===== src/rtl/uart_tx_arbiter.sv =====
// Round-robin arbiter sharing one UART sender between num_req requesters.
// Times each frame with a local counter because the sender has no busy output.
module uart_tx_arbiter #(
    parameter int num_req    = 4,
    parameter int bit_cycles = 4,
    parameter int frame_bits = 10,
    parameter int gap_cycles = 2
) (
    input  logic                 clk,
    input  logic                 rst,
    input  logic [num_req-1:0]   req,
    input  logic [7*num_req-1:0] data_in,
    output logic [num_req-1:0]   ack,
    output logic                 tx_flag,
    output logic [6:0]           tx_data,
    output logic                 busy,
    output logic [15:0]          sent_cnt,
    output logic [1:0]           state
);

    localparam int frame_cycles = bit_cycles * frame_bits;
    localparam int max_cycles   = (frame_cycles > gap_cycles) ? frame_cycles : gap_cycles;
    localparam int cnt_w        = $clog2(max_cycles) + 1;
    localparam int idx_w        = (num_req > 1) ? $clog2(num_req) : 1;

    localparam logic [cnt_w-1:0] send_last = cnt_w'(frame_cycles - 1);
    localparam logic [cnt_w-1:0] gap_last  = cnt_w'(gap_cycles - 1);
    localparam logic [idx_w-1:0] last_init = idx_w'(num_req - 1);

    typedef enum logic [1:0] {
        IDLE = 2'd0,
        SEND = 2'd1,
        GAP  = 2'd2
    } state_t;

    // Handshake: req is a level held until the one-cycle ack pulse. ack means
    // the requester's data_in slice was captured in that same clock edge, so
    // the requester may change data_in/req from the cycle after ack onwards.

    state_t           cur;
    logic [cnt_w-1:0] cnt;
    logic [idx_w-1:0] last;
    logic             grant_valid;
    logic [idx_w-1:0] grant_idx;
    int               pos;
    logic [idx_w-1:0] sel;

    assign state = cur;

    // Scan starts just after the previous winner so every requester is reached
    // within num_req grants; the previous winner itself is checked last.
    always_comb begin
        grant_valid = 1'b0;
        grant_idx   = last;
        pos         = 0;
        sel         = '0;
        for (int k = 1; k <= num_req; k++) begin
            pos = (int'(last) + k) % num_req;
            sel = pos[idx_w-1:0];
            if (!grant_valid && req[sel]) begin
                grant_valid = 1'b1;
                grant_idx   = sel;
            end
        end
    end

    always_ff @(posedge clk) begin
        if (rst) begin
            cur      <= IDLE;
            ack      <= '0;
            tx_flag  <= 1'b0;
            tx_data  <= '0;
            busy     <= 1'b0;
            sent_cnt <= '0;
            cnt      <= '0;
            last     <= last_init;
        end else begin
            ack <= '0;
            case (cur)
                IDLE: begin
                    if (grant_valid) begin
                        last           <= grant_idx;
                        tx_data        <= data_in[7*grant_idx +: 7];
                        ack[grant_idx] <= 1'b1;
                        tx_flag        <= 1'b1;
                        busy           <= 1'b1;
                        cnt            <= '0;
                        cur            <= SEND;
                    end
                end
                SEND: begin
                    // req is ignored here; waiting requesters are rescanned in IDLE.
                    if (cnt == send_last) begin
                        tx_flag <= 1'b0;
                        cnt     <= '0;
                        cur     <= GAP;
                    end else begin
                        cnt <= cnt + cnt_w'(1);
                    end
                end
                GAP: begin
                    if (cnt == gap_last) begin
                        sent_cnt <= sent_cnt + 16'd1;
                        busy     <= 1'b0;
                        cnt      <= '0;
                        cur      <= IDLE;
                    end else begin
                        cnt <= cnt + cnt_w'(1);
                    end
                end
                default: begin
                    cur     <= IDLE;
                    tx_flag <= 1'b0;
                    busy    <= 1'b0;
                    cnt     <= '0;
                end
            endcase
        end
    end

    a_ack_onehot : assert property (@(posedge clk) $onehot0(ack));
    a_ack_at_grant : assert property (@(posedge clk) (ack != '0) |-> (cur == SEND && cnt == '0));
    a_busy_def : assert property (@(posedge clk) busy == (tx_flag || cur == GAP));

endmodule


===== config.mk =====
export PLATFORM = sky130hd
export DESIGN_NAME = uart_tx_arbiter
export DESIGN_NICKNAME = d
export VERILOG_FILES = /design/src/rtl/uart_tx_arbiter.sv
export SDC_FILE = /design/constraint.sdc
export NUM_CORES = 1
export LEC_CHECK = 0
export ABC_AREA = 0
export CAP_MARGIN = 20
export CELL_PAD_IN_SITES_DETAIL_PLACEMENT = 1
export CELL_PAD_IN_SITES_GLOBAL_PLACEMENT = 1
export CORE_ASPECT_RATIO = 1.1
export CORE_MARGIN = 3
export CORE_UTILIZATION = 34
export CTS_BUF_LIST = sky130_fd_sc_hd__clkbuf_8 sky130_fd_sc_hd__clkbuf_16
export CTS_CLUSTER_DIAMETER = 80
export DETAILED_ROUTE_END_ITERATION = 8
export HOLD_SLACK_MARGIN = 0.03
export PLACE_DENSITY = 0.81
export SLEW_MARGIN = 20
export SYNTH_ARGS = -nofsm -noshare
export SYNTH_HDL_FRONTEND = slang
export SYNTH_SLANG_ARGS = --single-unit

===== constraint.sdc =====
create_clock -name clk -period 2.41 [get_ports clk]
set_input_delay 0.241 -clock clk [delete_from_list [all_inputs] [get_ports clk]]
set_output_delay 0.241 -clock clk [all_outputs]
set_load 0.02 [all_outputs]

==> metrics.md, run 1 <==
| Metric | Value |
|---|---|
| Crit-path most repeated cell | inv_1 |
| Pwr/cell area | 891 nW/um^2 |
| Clock Path Buffers | 2 |
| Global-route wire length before repair | 9430 um |
| Hold buffer count at cts | 0 |
| Max VDD drop | 0.418 mV |
| CP Class | reg2reg |
| DP HPWL | 4290 um |
| Hold Path Class | reg2reg |
| Die Span X | 81.3 um |
| Top post-synthesis cells by area | dfxtp_1 (38%), nand3_1 (6.1%), nor2_1 (4.8%) |
| Synth top area share | 37.7% |
| Layout cells sized above 1 | 11.1% |
| Yosys cell types | 54 |
| Vias | 2009 |
| Worst-path maximum fanout | 18 |
| Worst Path Required | 2.64 ns |
| CP peak stage delay | 0.60 ns |
| Starting Density | 35.9% |
| WL final | 5750 um |
| Post-synthesis average cell area | 8.92 sq um |
| Slew Viols, Final | 0 |
| DRC | 0 |
| Area leader, netlist | dfxtp_1 |
| Main synth FF type | dfxtp_1 |
| Final cell count without fillers | 383 |
| Min Tclk post-route | 2.02 ns |
| Diode count | 0 |
| Slowest cell on the critical path | nor3b_4 |
| Final setup viols | 0 |
| Post-route ant nets | 0 |
| Port bufs | 64 |
| Synth Area in Simple Gates | 29.4% |
| Worst-Margin Slew | 0.653 ns |
| RSZ-0062 raised after global routing | false |
| Clk_lat worst skew | 0.30 ns |
| Ys Warns | 0 |
| Overall power | 2.64 mW |
| Total die area | 7230 sq um |
| Startpoint types | flop |
| Fmax | 496 MHz |
| Clock Sinks | 40 |
| Synth Cell Area | 2120 sq um |
| I/O Pins | 65 |
| CP Capture Type | flop |
| Post-synthesis mux area share | 7.96% |
| Status | completed |
| Vias per cell | 5.25 |
| Largest net degree at the start of global routing | 30 |
| Post-synth EDFFs | 0 |
| Post-route design area | 2960 sq um |
| Setup TNS | 0 ns |
| Final Wtd Congestion | 0.730 |
| CTS Buf Count | 5 |
| Pre-Repair DR Iteration Count | 4 |
| Clk root buf | clkbuf_8 |
| Min Hold Slack | 0.496 ns |
| Max H-tree Level | 2 |
| Max-slew headroom | 56.4% |
| Crit path cell chain | inv_1 > ha_1 > inv_1 > nor3b_4 > nand2_1 > o211ai_1 |
| Async SR Flop Fraction | 0% |
| Place WS | 0.0790 ns |
| Area after DPL | 2840 sq um |
| Post-Synth XOR/XNOR Area | 6.19% |
| Drt wl/cell | 15.0 um |
| Period utilization | 83.7% |
| Die height | 88.9 um |
| Clock skew | 0.0104 ns |
| Synth Instances | 238 |
| Setup ws final | 0.393 ns |
| Main combinational cell family by area after synthesis | simple AND/OR/NAND/NOR gates |
| Row count | 29 |
| Lkg Pwr | 1.07 nW |
| Placed Cells | 375 |
| Post-layout util | 50.1% |
| Final hold vios | 0 |
| Mapped Nets | 278 |
| Setup Fix Bufs, Post-CTS | 0 |
| Layout area overhead | 39.6% |
| Seq/Total Area, Yosys | 37.7% |
| Initial DRC Count | 55 |
| TritonCTS clock tree | done |
| Max cap viols | 0 |
| Post-CTS sizing | 0 |
| Overall Global Routing Usage | 16.4% |
| Synth Area in Adders | 3.54% |
| NumNets Final | 345 |
| Core area | 5910 sq um |
| Compound-Gate Fraction of Synth Area | 11.3% |
| Clock transition at path regs | 0.08 ns |
| Global route total overflow | 0 |
| Critical Path AT | 2.24 ns |
| Number of global-route vias before repair | 2078 |
| Seq cells post-synth | 40 |
| Fill cell count | 699 |
| Initial antenna violation count | 0 |
[path summary, 6_finish.rpt]
check / startpoint / endpoint / slack [ns] / cells after the start
worst max-delay path: state[1]$_SDFFE_PP0P_ / tx_data[1]$_SDFFE_PP0P_ / 0.39 / 6
worst min-delay path: tx_data[3]$_SDFFE_PP0P_ / tx_data[3]$_SDFFE_PP0P_ / 0.50 / 2
worst min register to register: tx_data[3]$_SDFFE_PP0P_ / tx_data[3]$_SDFFE_PP0P_ / 0.50 / 2
worst max register to register: state[1]$_SDFFE_PP0P_ / tx_data[1]$_SDFFE_PP0P_ / 0.39 / 6
[routing by layer]
metal  track usage (%)  wire (um)
met1              18.6       2470
met2              30.2       2840
met3              4.38        385
met4              3.69         51
met5                 0          0
[sequential cells by signal (all words and copies together) (netlist names)]
| name | count |
|---|---|
| state | 2 |
| sent_cnt | 16 |
| tx_data | 7 |
| cnt | 7 |
| ack | 4 |
| tx_flag | 1 |
| last | 2 |
| busy | 1 |
[power by group]
part	leakage, nW	internal, mW	switching (mW)	total [mW]
combinational	0.687	0.536	0.632	1.17
sequential	0.326	0.791	0.0928	0.884
clock	0.0614	0.339	0.247	0.586
[cell type report]
class                      instances  area, sq um  area share [%]
timing repair buffer              69          678            22.9
clock buffer                       6         82.6            2.79
multi-input combinational        182         1240            41.8
tap                               77         96.3            3.25
clock inverter                     2         38.8            1.31
inverter                           7         26.3           0.887
sequential                        40          801            27.0
[Yosys cell counts (2+ instances only)]
master and count:
a22oi_1 2, nand2_1 21, and4_1 2, a211oi_1 3, nor2_1 27, buf_2 3
a21oi_1 9, xor2_1 10, o211ai_1 4, inv_1 7, a31oi_1 5, ha_1 6
nand4_1 5, xnor2_1 5, nand3_1 26, a221o_1 3, nor3b_1 3, mux2_2 7
nor3_1 3, dfxtp_1 40, nand4b_1 2, nand3b_1 2, and3_1 2, mux2i_1 9
clkbuf_1 3
[critical path, delay by kind of cell, from the launching register on]
family,cells,cell delay [ns]
flip-flops,1,0.35
AO/OA/AOI/OAI,1,0.25
buffers and inverters,2,0.24
AND/OR/NAND/NOR,2,0.90
adder cells (fa/ha/maj),1,0.20
[kinds of logic (layout without fill, tap and decap cells)]
| group | after synthesis | after routing |
|---|---|---|
| flip-flops | 40 | 40 |
| AND/OR/NAND/NOR | 111 | 111 |
| multiplexers | 16 | 16 |
| XOR/XNOR | 15 | 15 |
| AO/OA/AOI/OAI | 34 | 34 |
| buffers and inverters | 16 | 84 |
| adder cells (fa/ha/maj) | 6 | 6 |
[cells in the final DEF, fill, tap and decap left out, drive strengths merged, types with 3 or more instances in the layout]
master and instances:
a211oi 3, a21oi 9, a221o 3, a31oi 5, and3 3, buf 5, clkbuf 6, clkdlybuf4s50 64
dfxtp 40, ha 6, inv 7, mux2 7, mux2i 9, nand2 21, nand3 26, nand4 5
nor2 28, nor3 5, nor3b 4, o211ai 4, xnor2 5, xor2 10
Note: power is estimated with default switching activity, not from simulation.
==> run 2: changes to the inputs <==
==> constraint.sdc (replaced) <==
create_clock -name clk -period 1.95 [get_ports clk]
set_input_delay 0.195 -clock clk [delete_from_list [all_inputs] [get_ports clk]]
set_output_delay 0.195 -clock clk [all_outputs]
set_load 0.02 [all_outputs]
==> run 2 against run 1 <==
  * Clock skew down 0.0039 ns
  * Global-route usage up 2.2 points
  * Sequential share of layout area down 1.8 points
  * Largest cell class unchanged
  * Largest power group unchanged
==> metrics.md, run 2 (same netlist as run 1, synthesis figures left out) <==
| Metric | Value |
|---|---|
| DRC | 0 |
| Max-slew headroom | 74.1% |
| Critical Path AT | 2.08 ns |
| Overall Global Routing Usage | 18.5% |
| CP Capture Type | flop |
| Most frequent cells in the layout | clkdlybuf4s50_1 (64), dfxtp_1 (37), buf_4 (28) |
| Port bufs | 64 |
| Layout area overhead | 50.2% |
| Initial DRC Count | 79 |
| Clock transition at path regs | 0.08 ns |
| Post-route ant nets | 0 |
| CP peak stage delay | 0.44 ns |
| NumNets Final | 370 |
| Final setup viols | 0 |
| Initial antenna violation count | 0 |
| Reg with most FFs | sent_cnt |
| Drt wl/cell | 15.9 um |
| Die Span X | 81.3 um |
| Max VDD drop | 0.503 mV |
| CP Class | reg2reg |
| Fill cell count | 719 |
| Startpoint types | flop |
| DP HPWL | 4940 um |
| Total die area | 7230 sq um |
| FF+latch area | 805 sq um |
| Max FFs per register | 16 |
| Overall power | 3.36 mW |
| Slowest cell on the critical path | nor4_4 |
| RSZ-0062 raised after global routing | true |
| Period utilization | 98.0% |
| Final Wtd Congestion | 0.755 |
| Starting Density | 35.9% |
| Global-route wire length before repair | 10500 um |
| Most common cell after layout, fill and taps aside | clkdlybuf4s50_1 |
| Vias per cell | 5.17 |
| Final hold vios | 0 |
| Die height | 88.9 um |
| WL final | 6510 um |
| Pre-Repair DR Iteration Count | 4 |
| Worst-Margin Slew | 0.385 ns |
| Max cap viols | 0 |
| Setup TNS | 0 ns |
| Clock skew | 0.00653 ns |
| Pwr/cell area | 1050 nW/um^2 |
| Layout cells sized above 1 | 19.6% |
| Diode count | 0 |
| Crit path cell chain | inv_2 > ha_4 > or3b_4 > nor4_4 > nand4_1 > xor2_1 > nor2_1 |
| Row count | 29 |
| Max H-tree Level | 2 |
| Largest net degree at the start of global routing | 30 |
| TritonCTS clock tree | done |
| Multi-input combinational cell area | 1280 sq um |
| Regs by FF count | sent_cnt x16, cnt x7, tx_data x7 |
| I/O Pins | 65 |
| Clock Sinks | 40 |
| CTS Buf Count | 5 |
| Worst-path maximum fanout | 5 |
| Min Tclk post-route | 1.91 ns |
| Clk root buf | clkbuf_8 |
| Worst Path Required | 2.12 ns |
| Post-layout util | 53.9% |
| Clock Path Buffers | 2 |
| Status | completed |
| Clk_lat worst skew | 0.29 ns |
| Fmax | 523 MHz |
| Vias | 2108 |
| Slew Viols, Final | 0 |
| Lkg Pwr | 1.20 nW |
| Core area | 5910 sq um |
| Global route total overflow | 0 |
| Number of global-route vias before repair | 2210 |
| Hold Path Class | reg2reg |
[run 2: worst max-delay path: cells and delay by family, from the launching register on]
kind	cells	cell delay [ns]
adders and majority gates	1	0.13
DFF	1	0.33
xor gates and xnor gates	1	0.19
and+or+nand+nor	4	1.08
buffers and inverters	1	0.07
[run 2: where the power goes]
part	switching, mW	internal [mW]
sequential	0.104	0.981
combinational	0.861	0.843
clock	0.288	0.282
[run 2: layer usage]
metal | global-route usage (%) | up-vias | part of all wire, %
met4 | 3.23 | 0 | 0.68
met3 | 4.48 | 5 | 6.9
met5 | 0 | - | 0
met2 | 34.4 | 59 | 51
li1 | - | 1035 | -
met1 | 21.6 | 1009 | 42
[run 2: worst paths after layout]
check	from	endpoint	slack [ns]	depth (start not counted)
setup / recovery	cnt[1]$_SDFFE_PP0P_	sent_cnt[13]$_SDFFE_PP0P_	0.04	7
setup reg to reg	cnt[1]$_SDFFE_PP0P_	sent_cnt[13]$_SDFFE_PP0P_	0.04	7
hold / removal	tx_data[1]$_SDFFE_PP0P_	tx_data[1]$_SDFFE_PP0P_	0.49	2
hold reg to reg	tx_data[1]$_SDFFE_PP0P_	tx_data[1]$_SDFFE_PP0P_	0.49	2
[run 2: final cells by class]
cell class,count,share of cell area [%]
Clock buffer,6,2.59
Multi-Input combinational cell,182,40.0
Sequential cell,40,25.2
Tap cell,77,3.02
Timing Repair Buffer,94,27.9
Inverter,7,0.824
Clock inverter,2,0.353
[run 2: timing repair]
action | in CTS | in global routing
buffers inserted | 0 | 3
setup endpoints to repair | 0 | 14
gates resized for setup | 0 | 11
hold buffers | 0 | 0
[run 2: stage by stage]
stage | area [sq um] | std cells | setup slack [ns] | hold WS (ns)
2_1_floorplan | 2120 | 238 | 0.0962 | 0.391
3_3_place_gp | 3030 | 397 | -0.148 | 0.462
3_5_place_dp | 3030 | 397 | -0.221 | 0.480
4_1_cts | 3120 | 405 | 0.0434 | 0.499
5_1_grt | 3190 | 408 | -0.0572 | 0.521
6_report | 3190 | 408 | 0.0394 | 0.495
